`config.mk`:
```
export PLATFORM = sky130hd
export DESIGN_NAME = cache_fill_fsm
export DESIGN_NICKNAME = d
export VERILOG_FILES = /design/src/rtl/cache_fill_fsm.sv
export SDC_FILE = /design/constraint.sdc
export NUM_CORES = 1
export LEC_CHECK = 0
export BUFFER_PORTS_ARGS = -buffer_cell sky130_fd_sc_hd__buf_2
export CORE_MARGIN = 4
export CORE_UTILIZATION = 43
export DETAILED_ROUTE_END_ITERATION = 10
export HOLD_SLACK_MARGIN = 0.02
export PLACE_DENSITY = 0.83
export SYNTH_ARGS = -nofsm -noshare
export SYNTH_HDL_FRONTEND = slang
export SYNTH_SLANG_ARGS = --single-unit
```
`constraint.sdc`:
```
create_clock -name clk -period 3.2 [get_ports clk]
set_input_delay 0.8 -clock clk [delete_from_list [all_inputs] [get_ports clk]]
set_output_delay 0.8 -clock clk [all_outputs]
set_load 0.05 [all_outputs]
```
`src/rtl/cache_fill_fsm.sv`:
```
// Cache miss fill controller: fetches one 8-word block from main memory and writes it into the data and tag arrays.
// Optional build macro: CACHE_FILL_CRITICAL_WORD_FIRST_EN (fill starts at the missing word and wraps within the block).
module cache_fill_fsm #(
  parameter int WORDS_PER_BLOCK = 8,
  parameter int MEM_LATENCY     = 4
) (
  input  logic        clk,
  input  logic        rst,
  input  logic        miss_detected,
  input  logic [15:0] miss_address,
  output logic        fsm_busy,
  output logic        memory_read,
  output logic [15:0] memory_address,
  input  logic        memory_data_valid,
  input  logic [15:0] memory_data,
  output logic        write_data_array,
  output logic [2:0]  data_word_sel,
  output logic [15:0] fill_data,
  output logic        write_tag_array,
  output logic        fill_done
);

  if (WORDS_PER_BLOCK != 8) begin : g_bad_words
    $error("cache_fill_fsm supports only WORDS_PER_BLOCK == 8");
  end
  if (MEM_LATENCY < 1) begin : g_bad_latency
    $error("cache_fill_fsm: MEM_LATENCY must be at least 1");
  end

  typedef enum logic [1:0] {
    IDLE = 2'd0,
    FILL = 2'd1,
    DONE = 2'd2
  } state_e;

  state_e      state_q, state_d;
  logic [15:0] base_q, base_d;
  logic [3:0]  issue_cnt_q, issue_cnt_d;
  logic [2:0]  recv_cnt_q, recv_cnt_d;
  logic [2:0]  issue_word_s;
  logic [2:0]  recv_word_s;
  logic        unused_s;

`ifdef CACHE_FILL_CRITICAL_WORD_FIRST_EN
  logic [2:0]  start_q, start_d;

  // 3-bit adds wrap naturally, keeping the fill inside the aligned block.
  assign issue_word_s = start_q + issue_cnt_q[2:0];
  assign recv_word_s  = start_q + recv_cnt_q;
  assign unused_s     = ^{miss_address[0]};

  // Critical-word start offset register.
  always_ff @(posedge clk) begin
    if (rst) begin
      start_q <= 3'd0;
    end else begin
      start_q <= start_d;
    end
  end

  // Latch the start word only when a fill is accepted.
  always_comb begin
    start_d = start_q;
    if ((state_q == IDLE) && miss_detected) begin
      start_d = miss_address[3:1];
    end else begin
      start_d = start_q;
    end
  end
`else
  assign issue_word_s = issue_cnt_q[2:0];
  assign recv_word_s  = recv_cnt_q;
  assign unused_s     = ^{miss_address[3:0]};
`endif

  assign fill_data = memory_data;

  // State, block base and counters.
  always_ff @(posedge clk) begin
    if (rst) begin
      state_q     <= IDLE;
      base_q      <= 16'h0000;
      issue_cnt_q <= 4'd0;
      recv_cnt_q  <= 3'd0;
    end else begin
      state_q     <= state_d;
      base_q      <= base_d;
      issue_cnt_q <= issue_cnt_d;
      recv_cnt_q  <= recv_cnt_d;
    end
  end

  // Next-state and output decode.
  always_comb begin
    state_d          = state_q;
    base_d           = base_q;
    issue_cnt_d      = issue_cnt_q;
    recv_cnt_d       = recv_cnt_q;
    fsm_busy         = 1'b0;
    memory_read      = 1'b0;
    memory_address   = 16'h0000;
    write_data_array = 1'b0;
    data_word_sel    = 3'd0;
    write_tag_array  = 1'b0;
    fill_done        = 1'b0;

    case (state_q)
      IDLE: begin
        if (miss_detected) begin
          state_d     = FILL;
          base_d      = {miss_address[15:4], 4'b0000};
          issue_cnt_d = 4'd0;
          recv_cnt_d  = 3'd0;
        end else begin
          state_d = IDLE;
        end
      end

      FILL: begin
        fsm_busy = 1'b1;
        if (issue_cnt_q < 4'd8) begin
          memory_read    = 1'b1;
          memory_address = base_q + {12'h000, issue_word_s, 1'b0};
          issue_cnt_d    = issue_cnt_q + 4'd1;
        end else begin
          memory_read = 1'b0;
        end
        // Completion is driven purely by returned words, so gaps are harmless.
        if (memory_data_valid) begin
          write_data_array = 1'b1;
          data_word_sel    = recv_word_s;
          recv_cnt_d       = recv_cnt_q + 3'd1;
          if (recv_cnt_q == 3'd7) begin
            write_tag_array = 1'b1;
            state_d         = DONE;
          end else begin
            state_d = FILL;
          end
        end else begin
          state_d = FILL;
        end
      end

      DONE: begin
        fill_done = 1'b1;
        state_d   = IDLE;
      end

      default: begin
        state_d = IDLE;
      end
    endcase
  end

endmodule
```
==> impl_results.md <==
- Status: complete, no violations
- Largest net degree at the start of global routing: 22
- Final Hold Vio Count: 0
- Clock latency on the worst-skew pair: 0.30 ns
- Initial antenna violation count: 0
- Slowest cell on crit path: dfxtp_1
- Grt total ovfl: 0
- Seq/Total Area, Yosys: 38.4%
- Residual DRC: 0
- CP Buf/Inv Count: 2
- Detail Route Antenna Nets: 0
- Hold Path Origin: base_q[8]
- Worst R2R Start: state_q[1]
- Post-Syn Area: 1090 um2
- Setup crit start kind: flip-flop
- Max FO, Critical Path: 17
- Die H: 58.4 um
- Initial Utilization: between 40% and 50%
- Core box area: 2450 um2
- CP Cell Sequence: or3b_1 > inv_2 > and2_1 > buf_2
- Worst-path clk slew: 0.11 ns
- Setup TNS: 0 ns
- FF/Latch Area: 420 um2
- Num rows: 18
- Synth area leaders: dfxtp_1 38%, buf_4 12%, and2_1 10%, nand2_1 9.6%, a21oi_1 8.2%
- CP startpoint: state_q[0]
- Tmin final: 2.62 ns
- Worst Setup Slack, final: 0.583 ns
- Ant diodes: 0
- DIE AREA: ~3400 um2
- Fmax: 0.382 GHz
- Die X-Extent: ~58 um
- Gr usage total: 12.5%
- Final Skew: 0.00668 ns
- Share of the synthesized area in the top cell type: 38.4%
- # setup viols final: 0
- Design area: ~1200 um2
- Initial DRC count: 31
- Drt pass-1 iters: 4
- Synth area leader: dfxtp_1
- H-tree depth: 1
- Endpoint class of the critical path: primary output
- Hold WS: 0.455 ns
- WP data arrival: between 1.5 and 2 ns
- Synth Net Count: ~170
- Worst Hold Class: flip-flop to flip-flop
- CP max stage delay: between 0.4 and 0.5 ns
- Overall Power: between 0.0004 and 0.0005 W
- Vias in the first global route: ~820
- Top delay family on crit path: simple AND/OR/NAND/NOR gates
- Pre-CTS WS: 0.768 ns
- Max_cap viols: 0
- Layout cell share with drive strength beyond 1: between 20% and 30%
- Multi-input logic area: about 500 um2
- Commonest non-fill, non-tap cells in the layout: 38 x buf_2, 28 x nand2_1, 21 x dfxtp_1
- Routability cong.: 0.702
- CTS Sinks: 21
- RSZ-0062 raised after global routing: false
- Filler cells: 237
- Max Buffers Root-to-Sink: 2
- VDD IR max: 0.000162 V
- # nets final: 194
- Syn Area/Cell: 8.10 um2
- CTS tree: done
- Cells after Synth: 135
- Post-CTS sizing: 0
- Leakage power: approximately 0.57 nW
- Max transition margin: 38.9%
- Setup bufs post-CTS: 0
- Final Max Slew Viols: 0
- Hold-fix buffer count after cts: 0
- Commonest non-fill, non-tap cell in the layout: buf_2
- Critical path class: flip-flop to primary output
- CTS Buf Count: 3
- Via density: 4.86
- Area growth, synth to finish: 7.89%
- I/O pins: 76
- Worst-Margin Slew: a little over 0.9 ns
- Dpl cell area: 1150 um2
- Global-route wire length before repair: about 3.4 mm
- PwrDens: 422 nW/um2
- Vias post-DR: 895
- Drt wl/cell: roughly 12 um
- Distinct cells, synth: 22
- Synth warnings: 0
- Clk root buf: clkbuf_4
- DRT Wirelength: 2.25 mm
- IO buf count: 38
- Number of synthesized register bits: 21
- Worst Path Required: 2.40 ns
- Part of the cycle the worst path needs: 81.8%
-- metrics by stage --
step / utilization (%) / std cells
floorplan: - / 135
global placement: 47.0 / 180
detailed placement: 47.0 / 180
CTS: 48.1 / 184
global route: 48.1 / 184
finish: 48.1 / 184
-- report_power, final --
group          leakage, nW  internal (W)  switching, W
Clock               0.0150     0.0000486     0.0000777
Sequential           0.172      0.000274    0.00000799
Combinational        0.384     0.0000259     0.0000640
Total                0.571      0.000348      0.000150
-- worst paths after layout --
check	to	slack, ns	depth (start not counted)
worst max register to register	base_q[6]	1.67	3
worst max-delay path	memory_address[3]	0.58	4
worst min register to register	base_q[8]	0.46	2
worst min-delay path	base_q[8]	0.46	2
-- worst min-delay path, delay by kind of cell (launching register included) --
| family | cells | cell delay, ns |
|---|---|---|
| AO/OA/AOI/OAI | 1 | 0.05 |
| flip-flops | 1 | 0.32 |
| AND/OR/NAND/NOR | 1 | 0.05 |
-- state kept, by name, summed over array words and instances (netlist names) --
| register | cells |
|---|---|
| base_q | 12 |
| issue_cnt_q | 4 |
| recv_cnt_q | 3 |
| state_q | 2 |
-- synth_stat cells --
library cell and number:
a21oi_1 18, nor2b_1 3, conb_1 1, and2_1 18, nand3_1 5, nor2_1 2
nand3b_1 1, nor3_1 1, a32oi_1 1, buf_2 2, nand2_1 28, nor3b_2 1
xnor2_1 1, nand2b_1 2, or3b_1 2, and4bb_2 2, buf_6 2, clkbuf_1 2
buf_4 17, inv_2 2, dfxtp_1 21, ha_1 3
-- kinds of logic (layout without fill, tap and decap cells) --
group	count (synthesis)	in the layout	share of synthesized area, %
simple gates	65	65	31.9
buf+inv	25	44	16.0
flops	21	21	38.4
compound gates	19	19	9.04
fa+ha+maj	3	3	3.43
other cells	1	1	0.343
xor+xnor	1	1	0.801
-- metal layers --
| metal | wire length, um | track usage (%) | vias up | part of all wire (%) |
|---|---|---|---|---|
| li1 | - | - | 458 | - |
| met5 | 0 | 0 | - | 0 |
| met1 | 887 | 14.3 | 402 | 39 |
| met3 | 162 | 1.54 | 6 | 7.2 |
| met4 | 41 | 5.96 | 0 | 1.8 |
| met2 | 1160 | 22.8 | 29 | 52 |
-- cell type report --
cell class                      instances  share of cell area (%)
Clock buffer                            4                    2.23
Inverter                                2                   0.636
Multi-Input combinational cell         89                    42.2
Sequential cell                        21                    35.6
Tap cell                               30                    3.18
Timing Repair Buffer                   38                    16.1
No activity file was read; power rests on OpenSTA's default activity.
